[config.mk]
export PLATFORM = sky130hd
export DESIGN_NAME = branch_predictor
export DESIGN_NICKNAME = d
export VERILOG_FILES = /design/src/rtl/branch_predictor.sv
export SDC_FILE = /design/constraint.sdc
export NUM_CORES = 1
export LEC_CHECK = 0
export CAP_MARGIN = 20
export CORE_UTILIZATION = 30
export CTS_CLUSTER_DIAMETER = 100
export DETAILED_ROUTE_END_ITERATION = 10
export PLACE_DENSITY_LB_ADDON = 0.05
export SYNTH_ARGS = -nofsm -noshare
export SYNTH_HDL_FRONTEND = slang
export SYNTH_SLANG_ARGS = --single-unit
[constraint.sdc]
create_clock -name clk -period 4.15 [get_ports clk]
set_clock_uncertainty 0.05 [all_clocks]
set_input_delay 0.415 -clock clk [delete_from_list [all_inputs] [get_ports clk]]
set_output_delay 0.415 -clock clk [all_outputs]
set_load 0.1 [all_outputs]
[src/rtl/branch_predictor.sv]
// -----------------------------------------------------------------------------
// branch_predictor
//
// 16-entry direct-mapped branch target buffer for the IF stage.
//
// The lookup is purely combinational on pc_IF. Training happens on the rising
// edge of clk whenever update_en is high, using the resolved outcome from EX.
// Each entry holds a valid bit, a 12-bit tag and a 16-bit target, and
// optionally a 2-bit saturating direction counter.
// index = pc[3:0], tag = pc[15:4].
//
// Optional feature macro: BTB_2BIT_COUNTER_EN
//   defined   : each entry carries a 2-bit saturating counter. The entry
//               predicts taken when ctr[1] is set. Taken hits increment the
//               counter and refresh the target. Not-taken hits decrement it.
//   undefined : there is no counter. A hit always predicts taken. A not-taken
//               hit invalidates the entry, and a taken hit rewrites the target.
//
// Ports
//   clk                    in   rising-edge clock for all state
//   reset_n                in   synchronous, active-low reset
//   pc_IF[15:0]            in   fetch address this cycle
//   branch_predicted_pc_IF out  next fetch address (stored target or pc_IF+1)
//   predict_hit_IF         out  valid tag match for pc_IF
//   predict_taken_IF       out  branch_predicted_pc_IF is the stored target
//   update_en              in   one-cycle strobe when a branch resolves in EX
//   update_pc[15:0]        in   PC of the resolving instruction
//   update_taken           in   actual outcome
//   update_target[15:0]    in   actual target
// -----------------------------------------------------------------------------
module branch_predictor (
    input  logic        clk,
    input  logic        reset_n,
    input  logic [15:0] pc_IF,
    output logic [15:0] branch_predicted_pc_IF,
    output logic        predict_hit_IF,
    output logic        predict_taken_IF,
    input  logic        update_en,
    input  logic [15:0] update_pc,
    input  logic        update_taken,
    input  logic [15:0] update_target
);

    localparam int ENTRIES = 16;
    localparam int IDX_W   = 4;
    localparam int TAG_W   = 16 - IDX_W;

    typedef struct packed {
        logic [TAG_W-1:0] tag;
        logic [IDX_W-1:0] idx;
    } pc_split_t;

    // ---------------------------------------------------------------- storage
    // Tag and target are not reset. A cleared valid bit masks them.
    logic [ENTRIES-1:0]             valid_q;
    logic [ENTRIES-1:0][TAG_W-1:0]  tag_q;
    logic [ENTRIES-1:0][15:0]       target_q;
`ifdef BTB_2BIT_COUNTER_EN
    logic [ENTRIES-1:0][1:0]        ctr_q;

    function automatic logic [1:0] sat_inc(input logic [1:0] c);
        return (c == 2'b11) ? 2'b11 : c + 2'd1;
    endfunction

    function automatic logic [1:0] sat_dec(input logic [1:0] c);
        return (c == 2'b00) ? 2'b00 : c - 2'd1;
    endfunction
`endif

    // ----------------------------------------------------------------- lookup
    pc_split_t lk;
    logic      lk_hit;
    logic      lk_taken;

    assign lk = pc_split_t'(pc_IF);

    always_comb begin
        lk_hit   = valid_q[lk.idx] && (tag_q[lk.idx] == lk.tag);
`ifdef BTB_2BIT_COUNTER_EN
        lk_taken = lk_hit && ctr_q[lk.idx][1];
`else
        lk_taken = lk_hit;
`endif
    end

    assign predict_hit_IF         = lk_hit;
    assign predict_taken_IF       = lk_taken;
    // The +1 wraps naturally at 16 bits (FFFF -> 0000).
    assign branch_predicted_pc_IF = lk_taken ? target_q[lk.idx] : (pc_IF + 16'd1);

    // ----------------------------------------------------------------- update
    // The hit check reads the registered state. A lookup and an update to the
    // same index in one cycle therefore both see the pre-update entry.
    pc_split_t up;
    logic      up_hit;

    assign up     = pc_split_t'(update_pc);
    assign up_hit = valid_q[up.idx] && (tag_q[up.idx] == up.tag);

    always_ff @(posedge clk) begin
        if (!reset_n) begin
            // Reset takes priority over any update in the same cycle.
            valid_q <= '0;
`ifdef BTB_2BIT_COUNTER_EN
            ctr_q   <= {ENTRIES{2'b01}};
`endif
        end else if (update_en) begin
            if (up_hit) begin
`ifdef BTB_2BIT_COUNTER_EN
                if (update_taken) begin
                    ctr_q[up.idx]    <= sat_inc(ctr_q[up.idx]);
                    target_q[up.idx] <= update_target;
                end else begin
                    ctr_q[up.idx]    <= sat_dec(ctr_q[up.idx]);
                end
`else
                if (update_taken) begin
                    target_q[up.idx] <= update_target;
                end else begin
                    valid_q[up.idx]  <= 1'b0;
                end
`endif
            end else if (update_taken) begin
                // Allocate. Any entry already at this index is evicted.
                valid_q[up.idx]  <= 1'b1;
                tag_q[up.idx]    <= up.tag;
                target_q[up.idx] <= update_target;
`ifdef BTB_2BIT_COUNTER_EN
                ctr_q[up.idx]    <= 2'b10;
`endif
            end
            // A not-taken miss does not allocate.
        end
    end

endmodule
==> impl_metrics.py, run 1 <==
metrics = {
    "sta": {
        "rsz0062_at_grt": "false",
        "holdWs_ns": 0.467,
        "drv_slew": 0,
        "worstMarginPinSlew_ns": 0.668,
        "finalHoldViolations": 0,
        "period_minus_slack_ns": 4.02,
        "fmax_ghz": 0.249,
        "period_share": 0.968,
        "finalWorstSetupSlack_ns": 0.133,
        "slew_headroom": 0.553,
        "setup_viol": 0,
        "setup-tns-final_ns": 0,
    },
    "cells_and_area": {
        "syn_to_final_growth_pct": 20.9,
        "nets": 1224,
        "nFillCells": 6216,
        "drive_above_1_share": 0.349,
    },
    "flow_run": {
        "cap_violations": 0,
    },
    "global_routing": {
        "grt_use_total": 0.181,
        "grt.overflow.total": 0,
        "grt_max_degree": 44,
        "antenna_found_initial": 1,
        "grt_pass1_vias": 11544,
        "grt_pass1_wl_mm": 88.2,
    },
    "power_and_ir_drop": {
        "combinationalPowerShare": 0.085,
        "power_frac_seq": 0.495,
        "peakVddDrop_mv": 0.257,
        "p_int_w": 0.00810,
        "clkPwrFrac": 0.420,
        "power_leakage_nw": 7.83,
        "switching_power_w": 0.00239,
        "swShare": 0.228,
        "powerDensity_nw_per_um2": 426,
    },
    "clock_tree": {
        "clock-sinks": 464,
        "clkLatencyLatePin_ns": 0.60,
        "cts.path.max_buffers": 3,
        "cts_made_buffers": 54,
        "root_buffer": "clkbuf_16",
        "cts_tree": "done",
        "cts.repair.resized": 0,
        "clkTransAtPathRegs_ns": 0.06,
        "post_cts_buffers": 0,
        "h-tree-depth": 2,
        "hold_buffers": 0,
    },
    "status": {
        "outcome": "finished, final reports clean",
    },
    "setup_path": {
        "path_common_cell": "mux4_2",
        "critical_path.max_stage_delay_ns": 0.50,
        "cp.required_ns": 3.68,
        "cp-start-kind": "flop",
        "r2r-start": "tag_q[133]",
        "critPathKind": "reg -> out",
        "crit_fanout": 15,
        "cpMaxStageDelayCell": "mux4_2",
        "cp-startpoint": "tag_q[132]",
        "r2r_cells": 10,
        "end_kind": "primary output",
        "r2r_slack_ns": 0.82,
        "critPathArrivalTime_ns": 3.55,
        "crit_chain": "mux4_2 > mux4_2 > xnor2_1 > nand4_1 > nor2_1 > nand4_4 > buf_4 > mux2_4 > buf_12",
        "r2r_end": "tag_q[58]",
    },
    "synthesis": {
        "synth_top_cell_area_share": 0.661,
        "ys.flop_type": "edfxtp_1",
        "yosysUniqueCellTypes": 45,
        "ys_warn_count": 0,
        "synth_nets": 1074,
        "synth_top_cell_by_area": "edfxtp_1",
        "yosys-top-cells-area": "edfxtp_1 (66%), mux4_2 (20%), dfxtp_1 (1.6%), mux2i_1 (1.4%), xnor2_1 (1.2%)",
        "seq_area_frac_synth": 0.677,
        "synth_cells": 1021,
        "synth.avg_cell_area_um2": 19.9,
        "yosys_register_bits": 464,
        "synth_edf_count": 448,
        "netlist_area_um2": 20400,
        "ys_async_sr_fraction": 0,
    },
    "route": {
        "detail_route.wl_per_cell_um": 29.5,
        "ant_nets": 0,
        "vias": 10655,
        "dr.first_iter.drc_count": 689,
        "vias_per_cell": 5.11,
        "drc_errors": 0,
        "dr.pass1.iters": 5,
        "drt-total-wl_mm": 61.6,
    },
    "floorplan": {
        "rows": 95,
        "chipHeight_um": 262,
        "start_util": 0.303,
        "die_x_um": 262,
        "core_um2": 67200,
        "dieArea_um2": 68900,
        "ioPinCount": 70,
    },
    "placement": {
        "io_buffer_count": 69,
        "globalplace.congestion": 0.768,
        "dp_hpwl_mm": 38.7,
        "pre_cts_ws_ns": 0.142,
    },
    "hold_path": {
        "hold_class": "reg -> reg",
        "whs_path_depth": 2,
    },
}
[cell usage after synthesis, types with 11 or more instances]
| master | n |
|---|---|
| edfxtp_1 | 448 |
| mux4_2 | 180 |
| nor2_1 | 43 |
| mux2i_1 | 29 |
| nand2_1 | 29 |
| xnor2_1 | 29 |
| clkbuf_1 | 24 |
| nand3_1 | 24 |
| buf_2 | 22 |
| o21ai_0 | 20 |
| mux2_2 | 18 |
| xor2_1 | 17 |
| dfxtp_1 | 16 |
| nor2b_1 | 11 |
[critical path, delay by kind of cell, from the launching register on]
family                 cells  cell delay [ns]
XOR/XNOR                   1             0.32
flip-flops                 1             0.40
buffers and inverters      2             0.42
multiplexers               3             1.33
AND/OR/NAND/NOR            3             0.46
[power by group through the flow]
stage	registers, W	clock network (W)	logic (W)
final	0.00519	0.00441	0.000891
after global routing	0.00519	0.00469	0.000949
after CTS	0.00519	0.00453	0.000910
after detailed placement	0.00529	0	0.000908
after global placement	0.00529	0	0.000908
after floorplan	0.00528	0	0.000519
[metrics by stage]
stage          std cells  cell area, um2  power, W  utilization
6_report            2087           24600    0.0105        0.366
5_1_grt             2086           24600    0.0108        0.366
4_1_cts             2086           24600    0.0106        0.366
3_5_place_dp        1988           23000   0.00619        0.342
3_3_place_gp        1988           23000   0.00619        0.342
2_1_floorplan       1021           20400   0.00580            -
[final cells by class]
| class | instances | area [um2] | area share |
|---|---|---|---|
| Antenna cell | 1 | 2.50 | 0.000102 |
| Tap cell | 873 | 1090 | 0.0444 |
| Multi-Input combinational cell | 489 | 6320 | 0.257 |
| Sequential cell | 464 | 13800 | 0.560 |
| Inverter | 3 | 11.3 | 0.000458 |
| Timing Repair Buffer | 159 | 1790 | 0.0728 |
| Clock inverter | 26 | 164 | 0.00666 |
| Clock buffer | 72 | 1440 | 0.0585 |
[flip-flops by register name, summed over array words and instances, names as in the netlist, named ones only]
signal    count
tag_q       192
target_q    256
[cell usage in the layout (no fill, tap or decap), types with 10 or more instances in the layout]
master           instances
nand3_1                 24
o21ai_0                 20
nor2b_1                 11
buf_12                  39
buf_4                   70
dfxtp_1                 16
nand2_1                 29
clkinv_1                16
xor2_1                  17
nor2_1                  13
nand2b_1                10
mux2i_1                 28
clkbuf_1                17
clkdlybuf4s50_1         44
xnor2_1                 29
nor2_2                  30
mux2_2                  18
mux4_2                 180
edfxtp_1               448
clkbuf_16               55
[how the worst max path moves through the flow]
stage / to / slack, ns / cells past startpoint
floorplan: branch_predicted_pc_IF[0] / -0.04 / 9
global placement: branch_predicted_pc_IF[14] / 0.11 / 11
detailed placement: branch_predicted_pc_IF[9] / 0.14 / 11
CTS: branch_predicted_pc_IF[9] / 0.08 / 9
global route: branch_predicted_pc_IF[9] / 0.03 / 11
finish: branch_predicted_pc_IF[9] / 0.13 / 9
[kinds of logic after synthesis]
logic type / share of synthesized area
AO/OA/AOI/OAI: 0.0216
XOR/XNOR: 0.0198
adder cells (fa/ha/maj): 0.000615
buffers and inverters: 0.0165
flip-flops: 0.677
multiplexers: 0.230
AND/OR/NAND/NOR: 0.0347
[layer usage]
metal	share of wire	wire length, um	track usage
met3	0.036	2200	0.0252
met1	0.45	27900	0.248
met4	0.016	1010	0.0413
met5	0	0	0
met2	0.50	30500	0.304
No activity file was read; power rests on OpenSTA's default activity.
==> inputs of run 2 (changes only) <==
CORE_MARGIN = 2   (was unset)
RECOVER_POWER = 100   (was unset)
==> impl_metrics.py, run 2 (synthesis results as in run 1) <==
metrics = {
    "cells_and_area": {
        "regMostFlops": "target_q",
        "final_cell_mix": "edfxtp_1 (448), mux4_2 (180), clkbuf_16 (55)",
        "drive_above_1_share": 0.331,
        "final_common_cell": "edfxtp_1",
        "syn_to_final_growth_pct": 19.8,
        "nets": 1238,
        "reg_top3": "target_q: 256 flops, tag_q: 192 flops",
        "largest_register_ffs": 256,
        "nFillCells": 6260,
    },
    "global_routing": {
        "grt_pass1_vias": 11273,
        "grt.overflow.total": 0,
        "grt_pass1_wl_mm": 86.5,
        "grt_use_total": 0.175,
        "grt_max_degree": 36,
        "antenna_found_initial": 2,
    },
    "setup_path": {
        "cp.required_ns": 3.68,
        "r2r_end": "tag_q[157]",
        "critPathArrivalTime_ns": 3.51,
        "end_kind": "primary output",
        "critical_path.max_stage_delay_ns": 0.57,
        "cp.depth": 9,
        "critPathKind": "reg -> out",
        "cp_top_family": "multiplexers",
        "cp_num_buf_inv": 2,
        "r2r_slack_ns": 0.55,
        "crit_fanout": 15,
        "critical_path.endpoint": "branch_predicted_pc_IF[6]",
        "crit_chain": "mux4_2 > mux4_2 > xnor2_1 > nand4_1 > nor2_1 > nand4_4 > buf_4 > mux2_4 > buf_8",
        "path_common_cell": "mux4_2",
        "r2r_cells": 10,
        "cp-startpoint": "tag_q[112]",
        "cp-start-kind": "flop",
        "r2r-start": "tag_q[145]",
        "cpMaxStageDelayCell": "mux4_2",
    },
    "flow_run": {
        "cap_violations": 2,
    },
    "status": {
        "outcome": "complete, but fails checks",
        "violations": "capacitance limit, slew limit",
    },
    "floorplan": {
        "start_util": 0.303,
        "core_um2": 67200,
        "die_x_um": 264,
        "chipHeight_um": 264,
        "rows": 95,
        "ioPinCount": 70,
        "dieArea_um2": 69900,
    },
    "sta": {
        "setup_viol": 0,
        "setup-tns-final_ns": 0,
        "finalWorstSetupSlack_ns": 0.179,
        "drv_slew": 34,
        "period_share": 0.957,
        "period_minus_slack_ns": 3.97,
        "rsz0062_at_grt": "false",
        "worstMarginPinSlew_ns": 1.69,
        "slew_headroom": -0.129,
        "fmax_ghz": 0.252,
        "finalHoldViolations": 0,
    },
    "power_and_ir_drop": {
        "p_total_w": 0.0107,
        "powerDensity_nw_per_um2": 437,
        "peakVddDrop_mv": 0.287,
        "power_leakage_nw": 7.79,
    },
    "clock_tree": {
        "post_cts_buffers": 0,
        "root_buffer": "clkbuf_16",
        "cts.repair.resized": 0,
        "clock-sinks": 464,
        "clkLatencyLatePin_ns": 0.61,
        "clkTransAtPathRegs_ns": 0.06,
        "cts.path.max_buffers": 3,
        "h-tree-depth": 2,
        "cts_tree": "done",
        "hold_buffers": 0,
        "cts_made_buffers": 55,
    },
    "route": {
        "ant_nets": 0,
        "dr.pass1.iters": 5,
        "detail_route.wl_per_cell_um": 28.9,
        "drc_errors": 0,
        "dr.first_iter.drc_count": 805,
        "drt-total-wl_mm": 60.7,
        "vias_per_cell": 5.08,
        "vias": 10686,
    },
    "placement": {
        "dp_hpwl_mm": 38.1,
        "globalplace.congestion": 0.737,
        "io_buffer_count": 69,
        "pre_cts_ws_ns": 0.110,
    },
    "hold_path": {
        "hold_class": "reg -> reg",
    },
}
-- run 2: stage by stage --
step / area [um2] / hold slack (ns) / util / std cells
final: 24400 / 0.470 / 0.363 / 2103
after global routing: 24400 / 0.499 / 0.363 / 2103
after CTS: 24800 / 0.468 / 0.369 / 2102
after detailed placement: 23100 / 0.460 / 0.344 / 2001
after global placement: 23100 / 0.444 / 0.344 / 2001
after floorplan: 20400 / 0.422 / - / 1021
-- run 2: report_power, final --
group | switching [W] | leakage, nW | internal, W
clock network | 0.00192 | 0.834 | 0.00267
logic | 0.000498 | 2.80 | 0.000371
registers | 0.0000160 | 4.16 | 0.00517
total | 0.00244 | 7.79 | 0.00821
-- run 2: cell type report --
class / instances / area, um2 / area share
flip-flops and latches: 464 / 13800 / 0.565
inverters: 3 / 11.3 / 0.000462
clock inverters: 35 / 277 / 0.0113
repair buffers: 172 / 1520 / 0.0623
diodes: 1 / 2.50 / 0.000103
multi-input cells: 489 / 6290 / 0.258
well taps: 873 / 1090 / 0.0448
clock buffers: 66 / 1420 / 0.0581
-- run 2: worst min-delay path by stage --
stage | startpoint | to | cells after the start
2_1_floorplan | flop | flop | 2
3_3_place_gp | flop | flop | 2
3_5_place_dp | flop | flop | 2
4_1_cts | flop | flop | 2
5_1_grt | flop | flop | 2
6_report | flop | flop | 2
-- run 2: worst register-to-register path, delay by kind of cell, from the launching register on --
family,cells,cell delay [ns]
mux,2,0.65
xor+xnor,1,0.31
buf+inv,2,0.68
simple gates,3,0.48
compound gates,2,0.61
flops,1,0.41
-- run 2: per-layer routing --
metal | share of wire | global-route usage | wire length, um | up-vias
met5 | 0 | 0 | 0 | -
met4 | 0.019 | 0.0396 | 1130 | 0
met3 | 0.036 | 0.0244 | 2190 | 78
met2 | 0.49 | 0.294 | 29800 | 236
met1 | 0.45 | 0.241 | 27600 | 5740
li1 | - | - | - | 4632
==> inputs of run 3 (changes only) <==
--- a/config.mk
+++ b/config.mk
@@ -7,2 +7,3 @@
 export LEC_CHECK = 0
+export ABC_AREA = 1
 export CAP_MARGIN = 20
@@ -12,2 +13,3 @@
 export DETAILED_ROUTE_END_ITERATION = 10
+export MAX_ROUTING_LAYER = met4
 export PLACE_DENSITY_LB_ADDON = 0.05
--- a/constraint.sdc
+++ b/constraint.sdc
@@ -4,2 +4,2 @@
 set_output_delay 0.415 -clock clk [all_outputs]
-set_load 0.1 [all_outputs]
+set_load 0.02 [all_outputs]
==> impl_metrics.py, run 3 <==
metrics = {
    "synthesis": {
        "synth.avg_cell_area_um2": 9.77,
        "synthAdderAreaFrac": 0.000577,
        "synth-compound-area-share": 0.126,
        "synth_top_family_by_area": "simple AND/OR/NAND/NOR gates",
        "ys.flop_type": "edfxtp_1",
        "ys_warn_count": 0,
        "yosys.area_share.simple": 0.183,
        "yosysUniqueCellTypes": 37,
        "seq_area_frac_synth": 0.636,
        "synth_edf_count": 448,
        "muxShareOfSynthArea": 0,
        "yosys_register_bits": 464,
        "synth_top_cell_area_share": 0.621,
        "synth.most_common_cell": "nand2_1",
        "netlist_top_cells_count": "nand2_1 (587), edfxtp_1 (448), o21ai_0 (299), nor2_1 (298), inv_1 (109)",
        "ys_async_sr_fraction": 0,
        "synth_nets": 2271,
        "synth_xor_area_frac": 0.00606,
        "yosys-top-cells-area": "edfxtp_1 (62%), nand2_1 (10%), o21ai_0 (6.9%), nor2_1 (5.2%), inv_1 (1.9%)",
        "synth_cells": 2218,
        "netlist_area_um2": 21700,
        "synth_top_cell_by_area": "edfxtp_1",
    },
    "clock_tree": {
        "hold_buffers": 0,
        "clkLatencyLatePin_ns": 0.62,
        "clkTransAtPathRegs_ns": 0.06,
        "root_buffer": "clkbuf_16",
        "h-tree-depth": 2,
        "cts.path.max_buffers": 3,
        "cts_tree": "done",
        "clock-sinks": 464,
        "cts_made_buffers": 55,
    },
    "floorplan": {
        "dieArea_um2": 74400,
        "start_util": 0.303,
        "chipHeight_um": 273,
        "ioPinCount": 70,
        "rows": 98,
        "die_x_um": 273,
        "core_um2": 71500,
    },
    "route": {
        "drc_errors": 0,
        "detail_route.wl_per_cell_um": 23.5,
        "ant_nets": 0,
        "vias": 16796,
        "drt-total-wl_mm": 78.2,
        "dr.pass1.iters": 6,
        "dr.first_iter.drc_count": 1459,
        "vias_per_cell": 5.04,
    },
    "sta": {
        "rsz0062_at_grt": "false",
        "holdWs_ns": 0.417,
        "period_share": 0.955,
        "setup_viol": 0,
        "finalHoldViolations": 0,
        "setup-tns-final_ns": 0,
        "slew_headroom": -0.0862,
        "period_minus_slack_ns": 3.96,
        "worstMarginPinSlew_ns": 1.63,
        "fmax_ghz": 0.252,
        "finalWorstSetupSlack_ns": 0.188,
        "drv_slew": 51,
    },
    "global_routing": {
        "grt_max_degree": 130,
        "grt_pass1_vias": 16284,
        "grt.overflow.total": 0,
        "grt_use_total": 0.216,
        "antenna_found_initial": 5,
        "grt_pass1_wl_mm": 114,
    },
    "power_and_ir_drop": {
        "clkPwrFrac": 0.429,
        "powerDensity_nw_per_um2": 421,
        "combinationalPowerShare": 0.093,
        "power_frac_seq": 0.478,
        "peakVddDrop_mv": 0.277,
        "p_int_w": 0.00815,
        "swShare": 0.247,
        "switching_power_w": 0.00267,
        "power_leakage_nw": 9.49,
    },
    "cells_and_area": {
        "final_common_cell": "nand2_1",
        "stdcell_area_um2": 25700,
        "nets": 2388,
        "drive_above_1_share": 0.0880,
        "final_cell_mix": "nand2_1 (587), edfxtp_1 (448), o21ai_0 (299)",
        "syn_to_final_growth_pct": 18.7,
        "nFillCells": 7156,
        "fin_cells": 3330,
        "largest_register_ffs": 256,
        "reg_top3": "target_q: 256 flops, tag_q: 192 flops",
        "regMostFlops": "target_q",
    },
    "placement": {
        "io_buffer_count": 69,
        "place_inst": 3223,
        "dpl-instance-area_um2": 24200,
        "globalplace.congestion": 0.884,
        "pre_cts_ws_ns": 0.0772,
        "dp_hpwl_mm": 49.6,
    },
    "setup_path": {
        "end_kind": "primary output",
        "cp-start-kind": "input pin",
        "r2r_cells": 16,
        "crit_fanout": 12,
        "critPathArrivalTime_ns": 3.50,
        "critPathKind": "in -> out",
        "cp.required_ns": 3.68,
    },
    "status": {
        "outcome": "complete, but fails checks",
        "violations": "capacitance limit, slew limit",
    },
    "hold_path": {
        "hold_class": "reg -> reg",
        "whs_path_depth": 2,
    },
    "flow_run": {
        "cap_violations": 3,
    },
}
## run 3: changes by cell type after synthesis, sizes merged, moves of 57 or more
cell / delta
nand2: +560
o21ai: +282
nor2: +258
mux4: -180
inv: +108
a21oi: +65
clkbuf: +57
## run 3: worst paths after layout
kind,startpoint,endpoint,slack (ns)
setup / recovery,pc_IF[3],branch_predicted_pc_IF[7],0.19
hold / removal,flop,flop,0.42
hold reg to reg,flop,flop,0.42
setup reg to reg,tag_q[60],tag_q[57],1.14
## run 3: cells by family after synthesis
group | after synthesis
AO/OA/AOI/OAI | 486
adder cells (fa/ha/maj) | 1
XOR/XNOR | 15
buffers and inverters | 253
flip-flops | 464
AND/OR/NAND/NOR | 999
## run 3: stage by stage
| stage | utilization | total power (W) |
|---|---|---|
| 2_1_floorplan | - | 0.00580 |
| 3_3_place_gp | 0.339 | 0.00630 |
| 3_5_place_dp | 0.339 | 0.00630 |
| 4_1_cts | 0.363 | 0.0110 |
| 5_1_grt | 0.360 | 0.0112 |
| 6_report | 0.360 | 0.0108 |
## run 3: layer usage
layer,GRT usage,vias up,share of wire
li1,-,7960,-
met1,0.291,8262,0.45
met2,0.338,481,0.46
met3,0.0350,93,0.061
met4,0.0552,0,0.022
met5,-,-,0
## run 3: layout make-up
| type | instances | area (um2) | share of cell area |
|---|---|---|---|
| antenna | 4 | 10.0 | 0.000389 |
| clock buffer | 69 | 1430 | 0.0556 |
| clock inverter | 29 | 275 | 0.0107 |
| inverter | 112 | 432 | 0.0168 |
| multi-input combinational | 1501 | 6860 | 0.267 |
| sequential | 464 | 13800 | 0.535 |
| tap | 950 | 1190 | 0.0462 |
| timing repair buffer | 201 | 1760 | 0.0683 |
## run 3: worst max-delay path: stages
cell and delay (ns):
clkdlybuf4s50_1 0.57, inv_1 0.24, buf_4 0.30, nand3_1 0.29, nand3_1 0.21, nand2_1 0.07, nor2_1 0.09, nand3_1 0.07
nor3_1 0.21, buf_4 0.16, nand3_1 0.06, nand2_1 0.15, clkdlybuf4s50_1 0.63
## run 3: timing repair
action                                  CTS  global route
setup buffers                             0             5
endpoints found under the setup margin    0            18
endpoints found under the hold margin     0             0
resized for setup                         0            17
## run 3: power groups by stage
| stage | clock, W | combinational, W | sequential (W) |
|---|---|---|---|
| 2_1_floorplan | 0 | 0.000526 | 0.00527 |
| 3_3_place_gp | 0 | 0.00103 | 0.00527 |
| 3_5_place_dp | 0 | 0.00103 | 0.00527 |
| 4_1_cts | 0.00475 | 0.00103 | 0.00518 |
| 5_1_grt | 0.00493 | 0.00111 | 0.00518 |
| 6_report | 0.00464 | 0.00101 | 0.00518 |
